### src/rtl/ysyx_22040127_fetch_pkg.sv
// Shared fetch-stage definitions: IF->ID bus layout, reset PC default and
// a word-alignment helper used on redirect targets.
package ysyx_22040127_fetch_pkg;

  localparam int unsigned IF_TO_ID_WIDTH   = 64;
  localparam logic [31:0] RESET_PC_DEFAULT = 32'h8000_0000;

  // Bus field offsets: {inst, pc}
  localparam int unsigned INST_MSB = 63;
  localparam int unsigned INST_LSB = 32;
  localparam int unsigned PC_MSB   = 31;
  localparam int unsigned PC_LSB   = 0;

  typedef struct packed {
    logic [31:0] inst;
    logic [31:0] pc;
  } if_to_id_t;

  function automatic logic [31:0] align_word(input logic [31:0] a);
    return {a[31:2], 2'b00};
  endfunction

endpackage

### src/rtl/ysyx_22040127_fetch_fifo.sv
// Synchronous FIFO with a flush that empties it in one cycle.
// DEPTH must be a power of two so the pointers wrap naturally.
module ysyx_22040127_fetch_fifo #(
  parameter int unsigned WIDTH = 32,
  parameter int unsigned DEPTH = 2
) (
  input  logic                   clk,
  input  logic                   rst_n,
  input  logic                   push_i,
  input  logic                   pop_i,
  input  logic                   flush_i,
  input  logic [WIDTH-1:0]       data_i,
  output logic [WIDTH-1:0]       data_o,
  output logic                   full_o,
  output logic                   empty_o,
  output logic [$clog2(DEPTH):0] count_o
);

  localparam int unsigned AW = $clog2(DEPTH);
  localparam int unsigned CW = AW + 1;

  logic [WIDTH-1:0] mem_q [DEPTH];
  logic [AW-1:0]    wr_q, wr_d, rd_q, rd_d;
  logic [CW-1:0]    cnt_q, cnt_d;
  logic             do_push, do_pop;

  assign full_o  = (cnt_q == CW'(DEPTH));
  assign empty_o = (cnt_q == '0);
  assign count_o = cnt_q;
  assign data_o  = mem_q[rd_q];
  assign do_pop  = pop_i && !empty_o;
  // A push into a full FIFO is accepted only when the head leaves the same cycle.
  assign do_push = push_i && (!full_o || do_pop);

  // Pointer and occupancy next state; flush wins over push/pop.
  always_comb begin
    wr_d  = wr_q + AW'(do_push);
    rd_d  = rd_q + AW'(do_pop);
    cnt_d = cnt_q + CW'(do_push) - CW'(do_pop);
    if (flush_i) begin
      wr_d  = '0;
      rd_d  = '0;
      cnt_d = '0;
    end
  end

  // Pointer and occupancy registers.
  always_ff @(posedge clk or negedge rst_n) begin
    if (!rst_n) begin
      wr_q  <= '0;
      rd_q  <= '0;
      cnt_q <= '0;
    end else begin
      wr_q  <= wr_d;
      rd_q  <= rd_d;
      cnt_q <= cnt_d;
    end
  end

  // Storage array, written on accepted push.
  always_ff @(posedge clk) begin
    if (do_push && !flush_i) mem_q[wr_q] <= data_i;
  end

endmodule

### src/rtl/ysyx_22040127_fetch.sv
// Instruction-fetch stage: owns the PC, issues in-order imem requests under
// a credit limit, buffers returned words and hands {inst, pc} to decode.
// Optional performance counters are enabled with FETCH_PERF_CNT_EN.
module ysyx_22040127_fetch
  import ysyx_22040127_fetch_pkg::*;
#(
  parameter logic [31:0] RESET_PC   = RESET_PC_DEFAULT,
  parameter int unsigned FIFO_DEPTH = 2,
  parameter int unsigned CNT_W      = 2
) (
  input  logic                      clk,
  input  logic                      rst,
  output logic                      imem_req_valid,
  input  logic                      imem_req_ready,
  output logic [31:0]               imem_req_addr,
  input  logic                      imem_resp_valid,
  input  logic [31:0]               imem_resp_data,
  input  logic                      id_allowin,
  output logic                      if_to_id_valid,
  output logic [IF_TO_ID_WIDTH-1:0] if_to_id_bus,
  input  logic                      id_branch_taken,
  input  logic [31:0]               id_branch_result
`ifdef FETCH_PERF_CNT_EN
  ,
  output logic [63:0]               perf_fetched,
  output logic [63:0]               perf_flushed,
  output logic [63:0]               perf_stall
`endif
);

  localparam int unsigned SUM_W = CNT_W + 1;

  logic             en_q;
  logic [31:0]      pc_q, pc_d;
  logic [CNT_W-1:0] drop_q, drop_d;
  logic [CNT_W-1:0] out_cnt, out_nxt, buf_cnt;
  logic [SUM_W-1:0] credit_used;
  logic             req_fire, redirect, pop, drop_resp, push;
  logic             pcq_full, pcq_empty, buf_full, buf_empty;
  logic [31:0]      req_pc_head;
  if_to_id_t        buf_din, buf_head;

  // Outstanding requests are tracked by the request-PC FIFO occupancy;
  // dropped responses keep holding credit until they return.
  assign credit_used    = SUM_W'(buf_cnt) + SUM_W'(out_cnt);
  assign imem_req_valid = en_q && (credit_used < SUM_W'(FIFO_DEPTH));
  assign imem_req_addr  = pc_q;
  assign req_fire       = imem_req_valid && imem_req_ready;
  assign redirect       = id_branch_taken && id_allowin;
  assign if_to_id_valid = !buf_empty;
  assign pop            = if_to_id_valid && id_allowin;
  assign drop_resp      = imem_resp_valid && ((drop_q != '0) || redirect);
  assign push           = imem_resp_valid && !drop_resp;

  assign buf_din.inst = imem_resp_data;
  assign buf_din.pc   = req_pc_head;

  assign if_to_id_bus[INST_MSB:INST_LSB] = if_to_id_valid ? buf_head.inst : '0;
  assign if_to_id_bus[PC_MSB:PC_LSB]     = if_to_id_valid ? buf_head.pc   : '0;

  ysyx_22040127_fetch_fifo #(.WIDTH(32), .DEPTH(FIFO_DEPTH)) u_pc_fifo (
    .clk     (clk),
    .rst_n   (rst),
    .push_i  (req_fire),
    .pop_i   (imem_resp_valid),
    .flush_i (1'b0),
    .data_i  (pc_q),
    .data_o  (req_pc_head),
    .full_o  (pcq_full),
    .empty_o (pcq_empty),
    .count_o (out_cnt)
  );

  ysyx_22040127_fetch_fifo #(.WIDTH(IF_TO_ID_WIDTH), .DEPTH(FIFO_DEPTH)) u_inst_fifo (
    .clk     (clk),
    .rst_n   (rst),
    .push_i  (push),
    .pop_i   (pop),
    .flush_i (redirect),
    .data_i  (buf_din),
    .data_o  (buf_head),
    .full_o  (buf_full),
    .empty_o (buf_empty),
    .count_o (buf_cnt)
  );

  // PC and drop-count next state. On redirect every request still in flight
  // after this cycle (including one firing now) becomes a drop; this equals
  // the next outstanding count and subsumes any drops already pending.
  always_comb begin
    out_nxt = out_cnt + CNT_W'(req_fire) - CNT_W'(imem_resp_valid);
    pc_d    = pc_q;
    if (redirect)      pc_d = align_word(id_branch_result);
    else if (req_fire) pc_d = pc_q + 32'd4;
    drop_d = drop_q;
    if (redirect)                                drop_d = out_nxt;
    else if (imem_resp_valid && drop_q != '0)    drop_d = drop_q - CNT_W'(1);
  end

  // Fetch enable, PC and drop-count registers.
  always_ff @(posedge clk or negedge rst) begin
    if (!rst) begin
      en_q   <= 1'b0;
      pc_q   <= RESET_PC;
      drop_q <= '0;
    end else begin
      en_q   <= 1'b1;
      pc_q   <= pc_d;
      drop_q <= drop_d;
    end
  end

  a_no_buf_overflow: assert property (@(posedge clk) disable iff (!rst)
    !(push && buf_full && !pop));
  a_no_orphan_resp: assert property (@(posedge clk) disable iff (!rst)
    !(imem_resp_valid && pcq_empty));
  a_no_pcq_overflow: assert property (@(posedge clk) disable iff (!rst)
    !(req_fire && pcq_full));

`ifdef FETCH_PERF_CNT_EN
  logic [63:0] fetched_q, flushed_q, stall_q, flush_inc;

  // Flushed entries exclude the head, which still handshakes on redirect.
  always_comb begin
    flush_inc = 64'(drop_resp);
    if (redirect) flush_inc = flush_inc + 64'(buf_cnt) - 64'(pop);
  end

  // Free-running performance counters.
  always_ff @(posedge clk or negedge rst) begin
    if (!rst) begin
      fetched_q <= '0;
      flushed_q <= '0;
      stall_q   <= '0;
    end else begin
      fetched_q <= fetched_q + 64'(push);
      flushed_q <= flushed_q + flush_inc;
      stall_q   <= stall_q + 64'(!if_to_id_valid && id_allowin);
    end
  end

  assign perf_fetched = fetched_q;
  assign perf_flushed = flushed_q;
  assign perf_stall   = stall_q;
`endif

endmodule
### config.mk
export PLATFORM = sky130hd
export DESIGN_NAME = ysyx_22040127_fetch
export DESIGN_NICKNAME = d
export VERILOG_FILES = /design/src/rtl/ysyx_22040127_fetch_pkg.sv /design/src/rtl/ysyx_22040127_fetch_fifo.sv /design/src/rtl/ysyx_22040127_fetch.sv
export SDC_FILE = /design/constraint.sdc
export NUM_CORES = 1
export LEC_CHECK = 0
export CORE_UTILIZATION = 52
export CTS_CLUSTER_DIAMETER = 150
export DETAILED_ROUTE_END_ITERATION = 8
export PLACE_DENSITY = 0.79
export SYNTH_ARGS = -nofsm -noshare
export SYNTH_HDL_FRONTEND = slang
export SYNTH_SLANG_ARGS = --single-unit
### constraint.sdc
create_clock -name clk -period 5.65 [get_ports clk]
set_input_delay 1.13 -clock clk [delete_from_list [all_inputs] [get_ports clk]]
set_output_delay 1.13 -clock clk [all_outputs]
set_load 0.01 [all_outputs]
==> metrics, run 1 <==
CP Max Fanout 37; Critical Path Source Type flop; crit end category output port; fin nets just under 900; ANT cells 0; PwrDens 460.3 nW/um^2; synth cell count leaders edfxtp_1 (184), nor2_1 (90), mux2i_1 (62); post-synth top area share 59.60%; main flop type after synthesis edfxtp_1; clock sinks 225; initial antenna violation count 0; Detailed Route Iter0 Violations 342; # IOs 168; num rows 48; critical path class reg -> out; fmax 263.7 MHz; Post-DRT Antenna Nets 0; vias in the first global route 5786; Hold Vio Cnt, Final 0; dpl hpwl 12910 um; H-tree levels 1; initial core utilization 53.42%; largest area contributor in the netlist edfxtp_1; max cap viols 0; clk slew on worst S/H paths approximately 0.060 ns; Die Span Y 135.5 um; Worst slew margin 23.73%; Gate Count Post-Synth 636; warnings from Yosys 0; # DRC 0; unrepaired setup endpoints after global routing false; Post-synth EDFFs roughly 180; count leader, synth edfxtp_1; ranking of synthesized cells by area edfxtp_1 (60%), dfrtp_1 (11%), mux2i_1 (6.7%); sequential area share after synthesis 70.67%; Post-CTS Setup Bufs 0; largest net degree at the start of global routing between 60 and 70; Final TNS setup 0 ns; GR Util All Layers a little over a fifth; CTS tree built; worst-case clock buffer depth 3; synth unique cells 45; Slew @ Worst Pin 1.144 ns; worst path arrival time 2.66 ns; total CTS buffers 22; clk_lat worst skew 0.50 ns; Leakage between 4 and 5 nW; Area Overhead vs Synth 27.89%; cts hold-fix bufs 0; WL final 19660 um; Mapped Area approximately 9300 um^2; status complete, no violations; fin crit share 67.11%; total die area 18370 um^2; Final Setup Violations 0; WL/cell 18.89 um; FF+latch count, synth 225; Period minus WS final ~3.8 ns; maximum vdd drop 0.0002529 V; skew final 0.01069 ns; Pins Over Slew Limit 0; drt pass-1 iters 5; Placeable Area roughly 17000 um^2; DR vias/cell 5.589; Synth Area per Inst 14.58 um^2; CTS Root Buffer Type clkbuf_16; Port Buffers 161; global route total overflow 0; post_cts resized 0; CP required 4.52 ns; final hold slack around 0.56 ns; DIE WIDTH 135.5 um; Worst Hold Class reg -> reg; Placer Congestion 0.8550; via count 5818; wire length of the first global-routing pass 30420 um; ys async rst share a little under a fifth; proportion of layout cells with a drive suffix above 1 9.804%
area by class of cell:
cell class | instances | area (um^2)
well taps | 225 | 281.5
flip-flops and latches | 225 | 6556
fillers | 1210 | 5499
multi-input cells | 368 | 2549
inverters | 14 | 52.55
repair buffers | 169 | 1692
clock buffers | 30 | 611.8
clock inverters | 10 | 115.1
per-stage QoR:
stage	power, mW	cells	util, %	setup slack (ns)	cell area [um^2]
floorplan	3.223	639	-	0.5578	9283
global placement	3.979	1001	64.13	1.793	11130
detailed placement	4.048	1001	64.13	1.718	11130
CTS	5.502	1041	68.32	1.800	11860
global route	5.714	1041	68.32	1.681	11860
finish	5.459	1041	68.32	1.858	11860
cells by family (layout without fill, tap and decap cells):
kind of cell             Yosys count  after routing  share of synthesized area (%)
multiplexers                      92             92                          10.34
adder cells (fa/ha/maj)           11             11                          1.565
AO/OA/AOI/OAI                     55             55                          3.779
buffers and inverters             46            223                          2.132
AND/OR/NAND/NOR                  186            186                          9.636
XOR/XNOR                          19             19                          1.795
flip-flops                       225            225                          70.67
other                              2              5                        0.08100
path summary, 6_finish.rpt:
kind / start / endpoint / slack [ns] / cells past startpoint
hold reg to reg: u_pc_fifo.mem_q[1][2] / u_inst_fifo.mem_q[0][2] / 0.56 / 1
min in group asynchronous: rst / imem_req_addr[26] / 0.79 / 1
setup reg to reg: u_inst_fifo.count_o[0] / u_pc_fifo.mem_q[0][27] / 2.18 / 7
hold / removal: u_pc_fifo.mem_q[1][2] / u_inst_fifo.mem_q[0][2] / 0.56 / 1
max in group asynchronous: rst / u_inst_fifo.rd_q / 4.15 / 1
setup / recovery: u_inst_fifo.count_o[1] / if_to_id_bus[8] / 1.86 / 4
routing by layer:
metal,global-route usage (%),routed length (um)
met1,27.82,7991
met2,36.89,9703
met3,4.639,1585
met4,6.117,384
met5,0,0
where the power goes:
group | internal (mW) | leakage (nW) | switching (mW)
sequential | 2.12 | 2.14 | 0.259
combinational | 0.865 | 1.68 | 0.765
clock | 0.858 | 0.352 | 0.597
total | 3.84 | 4.17 | 1.62
flip-flops by register name, indices dropped and copies added, names as in the netlist:
| name | cells |
|---|---|
| u_inst_fifo.mem_q | 124 |
| u_pc_fifo.mem_q | 60 |
| imem_req_addr | 30 |
| drop_q | 2 |
| u_inst_fifo.count_o | 2 |
| u_pc_fifo.count_o | 2 |
| en_q | 1 |
| u_inst_fifo.rd_q | 1 |
| u_inst_fifo.wr_q | 1 |
| u_pc_fifo.rd_q | 1 |
| u_pc_fifo.wr_q | 1 |
cell usage in the layout (no fill, tap or decap), types with 14 or more instances in the layout:
master / instances
edfxtp_1: 184
mux2i_1: 62
nand2_1: 29
nor2_1: 89
clkdlybuf4s50_1: 160
mux2_2: 30
a31oi_1: 17
nand3_1: 14
clkbuf_16: 23
dfrtp_1: 39
o21ai_0: 17
or4_1: 15
worst max-delay path, stage by stage, from the launching register on:
cell and delay, ns:
dfrtp_1 0.46, nor2_4 0.60, buf_4 0.47, nor2_1 0.11
clkdlybuf4s50_1 0.52
Note: power is estimated with default switching activity, not from simulation.
==> run 2, diff against run 1 <==
clock period = 3.5 ns   (was 5.65 ns; I/O delays follow)
==> metrics, run 2 (synthesis gave the netlist of run 1 again) <==
cts hold-fix bufs 0 (unchanged); unrepaired setup endpoints after global routing false; ANT cells 0 (unchanged); CTS tree built; Final TNS setup 0 ns (unchanged); Post-DRT Antenna Nets 0 (unchanged); CTS Root Buffer Type clkbuf_16; status complete, no violations; CP Max Fanout 33 (-11%); Placeable Area 17360 um^2 (unchanged); most common cell after layout, fill and taps aside edfxtp_1; worst path arrival time 2.51 ns (-0.15 ns); via count 5863 (+0.77%); # IOs 168 (unchanged); total die area 18370 um^2 (unchanged); Worst Hold Class in -> async; dpl hpwl 13650 um (+5.7%); highest-delay cell along the critical path dfrtp_4; num rows 48 (unchanged); overall power 8.972 mW (+64%); max cap viols 0 (unchanged); DR vias/cell 5.547 (-0.75%); Slew @ Worst Pin 0.9967 ns (-0.1474 ns); post_cts resized 0 (unchanged); Pins Over Slew Limit 0 (unchanged); clk slew on worst S/H paths 0.06 ns (about the same); DIE WIDTH 135.5 um (unchanged); Placer Congestion 0.8393 (-1.8%); Post-CTS Setup Bufs 0 (unchanged); uppermost layer routed met4; # DRC 0 (unchanged); Top reg by flops u_inst_fifo.mem_q; Fill cells 1185 (-2.1%); Detailed Route Iter0 Violations 477 (+39%); CP Cell Sequence buf_4, mux2i_1, nor2_1, clkdlybuf4s50_1; PwrDens 747.8 nW/um^2 (+62%); global route total overflow 0 (unchanged); drt pass-1 iters 4 (-1); fin nets 896 (+1.7%); Leakage 4.270 nW (+2.5%); worst-case clock buffer depth 3 (unchanged); initial antenna violation count 0 (unchanged); clock sinks 225 (unchanged); H-tree levels 1 (unchanged); Period minus WS final between 3 and 4 ns; Die Span Y 135.5 um (unchanged); initial core utilization 53.42% (unchanged); fmax approximately 310 MHz; M1 WL 8364 um (+4.7%); Critical Path Source Type flop; fin crit share 91.83%; WL met2 10200 um (+5.1%); Worst slew margin 33.55% (+9.8 points); Sequential Area 6556 um^2 (unchanged); most frequent cells in the layout edfxtp_1 (184), clkdlybuf4s50_1 (160), nor2_1 (89); proportion of layout cells with a drive suffix above 1 11.66% (+1.9 points); max incr delay on CP 0.82 ns (+0.22 ns); Hold Vio Cnt, Final 0 (unchanged); total CTS buffers 23 (+4.5%); vias in the first global route 5908 (+2.1%); Port Buffers 161 (unchanged); wire length of the first global-routing pass 30870 um (+1.5%); routed wl met3 1262 um (-20%); clk_lat worst skew 0.51 ns (about the same); critical path class reg -> out; crit end category output port; WL/cell 19.06 um (+0.91%); WL final 20150 um (+2.5%); maximum vdd drop 0.0004669 V (+85%); CP required 2.80 ns (-1.72 ns); Final Setup Violations 0 (unchanged); largest net degree at the start of global routing 42 (-34%); Area Overhead vs Synth 29.41%; skew final 0.01294 ns (+0.002246 ns); area of the multi-input gates 2549 um^2 (unchanged); GR Util All Layers 22.07% (+0.48 points); max reg flops 124 (unchanged)
[run 2: cell count changes in the layout (fill, tap and decap cells not counted), sizes merged]
| cell | previous run | this run |
|---|---|---|
| clkinvlp | 2 | 0 |
| clkinv | 6 | 5 |
| clkbuf | 30 | 35 |
| buf | 9 | 23 |
[run 2: power by group]
group          switching, mW  internal [mW]
Clock                  0.954           1.51
Combinational           1.32           1.42
Sequential             0.347           3.42
[run 2: final timing paths]
check                                      endpoint                   start  cells after the start  slack, ns
max                                if_to_id_bus[29]        u_inst_fifo.rd_q                      4       0.29
min                               imem_req_addr[26]                     rst                      1       0.37
max reg2reg                  u_pc_fifo.mem_q[0][20]  u_inst_fifo.count_o[0]                      8       0.37
min reg2reg                u_inst_fifo.mem_q[1][12]  u_pc_fifo.mem_q[1][12]                      1       0.56
max in group asynchronous          u_inst_fifo.rd_q                     rst                      1       2.40
min in group clk           u_inst_fifo.mem_q[1][12]  u_pc_fifo.mem_q[1][12]                      1       0.56
[run 2: cell type report]
| type | count | area share (%) |
|---|---|---|
| flip-flops and latches | 225 | 54.65 |
| multi-input cells | 368 | 21.24 |
| clock buffers | 35 | 5.757 |
| clock inverters | 7 | 0.8030 |
| well taps | 225 | 2.346 |
| inverters | 14 | 0.4380 |
| repair buffers | 183 | 14.77 |
[run 2: layer usage]
layer	global-route usage, %	vias up
met5	0	-
met3	3.629	26
met1	28.81	2898
met4	5.243	0
li1	-	2730
met2	38.58	209
[run 2: critical path: cells and delay by family (launching register included)]
| family | cells | cell delay [ns] |
|---|---|---|
| buffers and inverters | 2 | 0.89 |
| DFF | 1 | 0.82 |
| muxes | 1 | 0.24 |
| and+or+nand+nor | 1 | 0.06 |
[run 2: through the flow]
stage / std cells / hold slack (ns) / worst slack (ns) / cell area [um^2] / utilization [%]
2_1_floorplan: 639 / 0.4044 / 0.003499 / 9285 / -
3_3_place_gp: 1015 / 0.5407 / 0.3984 / 11210 / 64.59
3_5_place_dp: 1015 / 0.5495 / 0.3058 / 11210 / 64.59
4_1_cts: 1057 / 0.3764 / 0.2443 / 12000 / 69.12
5_1_grt: 1057 / 0.4266 / 0.1675 / 12000 / 69.12
6_report: 1057 / 0.3672 / 0.2861 / 12000 / 69.12
==> run 3, diff against run 2 <==
CORE_UTILIZATION = 53   (was 52)
PLACE_DENSITY = 0.8   (was 0.79)
SETUP_SLACK_MARGIN = 0.4   (was default)
SYNTH_HIERARCHICAL = 1   (was default)
==> metrics, run 3 <==
Slew @ Worst Pin 1.009 ns (+0.01217 ns); total die area 19110 um^2 (+4.1%); initial core utilization 54.40% (+0.98 points); global route total overflow 0 (unchanged); ANT cells 0 (unchanged); H-tree levels 1 (unchanged); worst-case clock buffer depth 3 (unchanged); CP required 2.80 ns (about the same); total CTS buffers 24 (+4.3%); wire length of the first global-routing pass 31350 um (+1.5%); dpl hpwl 12530 um (-8.2%); Final Setup Violations 0 (unchanged); warnings from Yosys 6 (+6); DIE WIDTH 138.2 um (+2.0%); unrepaired setup endpoints after global routing false; # IOs 168 (unchanged); Mapped Area 9838 um^2 (+6.1%); fin nets 903 (+0.78%); Synth Area per Inst 15.40 um^2 (+5.6%); clk slew on worst S/H paths 0.06 ns (about the same); WL/cell 18.11 um (-5.0%); crit end category output port; skew final 0.009191 ns (-0.003749 ns); clk_lat worst skew 0.51 ns (about the same); vias in the first global route 6145 (+4.0%); Die Span Y 138.2 um (+2.0%); max cap viols 0 (unchanged); largest net degree at the start of global routing 48 (+14%); Worst slew margin 32.74% (-0.81 points); Port Buffers 163 (+1.2%); CTS Root Buffer Type clkbuf_16; Top reg by flops u_inst_fifo/mem_q; Detailed Route Iter0 Violations 314 (-34%); critical path class reg -> out; Placeable Area 18090 um^2 (+4.2%); Final Core Density 70.48% (+1.4 points); failing checks design-rule violations; PwrDens 598.6 nW/um^2 (-20%); Worst Hold Class in -> async; drt pass-1 iters 7 (+3); worst path arrival time 2.26 ns (-0.25 ns); Post-DRT Antenna Nets 0 (unchanged); max reg flops 128 (+3.2%); via count 5796 (-1.1%); maximum vdd drop 0.0003437 V (-26%); Gate Count Post-Synth 639 (+0.47%); Period minus WS final 2.963 ns (-0.2508 ns); Placer Congestion 0.8176 (-2.6%); Final TNS setup 0 ns (unchanged); fin crit share 84.66% (-7.2 points); CTS tree built; Leakage 4.363 nW (+2.2%); Critical Path Source Type flop; Hold Vio Cnt, Final 0 (unchanged); Pins Over Slew Limit 0 (unchanged); DR vias/cell 5.402 (-2.6%); Area Overhead vs Synth 29.57%; initial antenna violation count 0 (unchanged); WL final 19430 um (-3.6%); fmax 337.5 MHz (+8.5%); GR Util All Layers 20.92% (-1.1 points); CP Max Fanout 8 (-76%); proportion of layout cells with a drive suffix above 1 15.28% (+3.6 points); status complete, but fails checks; most frequent cells in the layout edfxtp_1 (192), clkdlybuf4s50_1 (161), nor2b_1 (70); # DRC 30 (+30); clock sinks 233 (+3.6%); most common cell after layout, fill and taps aside edfxtp_1; num rows 49 (+2.1%); Post-CTS Setup Bufs 0 (unchanged)
## run 3: through the flow
stage          cell area, um^2  power [mW]  cells  setup WS, ns  hold slack, ns
2_1_floorplan             9977       4.318    652        0.2088          0.4044
5_1_grt                  12750       7.957   1073        0.3929          0.4192
3_5_place_dp             11890       5.003   1029        0.5433          0.5417
6_report                 12750       7.630   1073        0.5368          0.3653
3_3_place_gp             11890       4.934   1029        0.6551          0.5282
4_1_cts                  12740       7.699   1073        0.4818          0.3752
## run 3: layer usage
layer	global-route usage (%)	part of all wire, %	routed length (um)	vias to the layer above
met3	3.672	5.9	1148	29
met1	24.86	39	7599	2895
met4	6.505	1.9	374	0
met5	0	0	0	-
li1	-	-	-	2690
met2	38.67	53	10310	182
## run 3: worst paths after layout
kind / startpoint / to / slack, ns / cells after the start
worst max-delay path: u_inst_fifo/count_o[1] / imem_req_valid / 0.54 / 4
worst min-delay path: rst / imem_req_addr[15] / 0.37 / 1
worst max register to register: u_inst_fifo/count_o[1] / u_pc_fifo/mem_q[1][28] / 0.61 / 8
worst min register to register: imem_req_addr[31] / u_pc_fifo/mem_q[1][31] / 0.55 / 0
max in group asynchronous: rst / u_pc_fifo/count_o[0] / 2.45 / 1
min in group clk: imem_req_addr[31] / u_pc_fifo/mem_q[1][31] / 0.55 / 0
## run 3: area by class of cell
type | count | area, um^2
repair buffers | 176 | 1789
well taps | 229 | 286.5
flip-flops and latches | 233 | 6797
clock buffers | 28 | 656.9
fillers | 1150 | 5339
clock inverters | 16 | 196.4
multi-input cells | 385 | 2999
inverters | 6 | 22.52
## run 3: repair_timing
action	in CTS	in global routing
hold buffers	0	0
setup endpoints to repair	1	6
gates cloned	0	0
gates resized for setup	4	1
## run 3: where the power goes
| part | internal, mW | total (mW) | switching, mW | leakage, nW |
|---|---|---|---|---|
| Combinational | 0.736 | 1.42 | 0.680 | 1.75 |
| Clock | 1.65 | 2.68 | 1.03 | 0.412 |
| Sequential | 3.34 | 3.54 | 0.202 | 2.20 |
## run 3: critical path, stage by stage, from the launching register on
cell and delay [ns]:
dfrtp_1 0.55, fa_2 0.55, nor3b_4 0.20, buf_4 0.19, dlygate4sd2_1 0.27
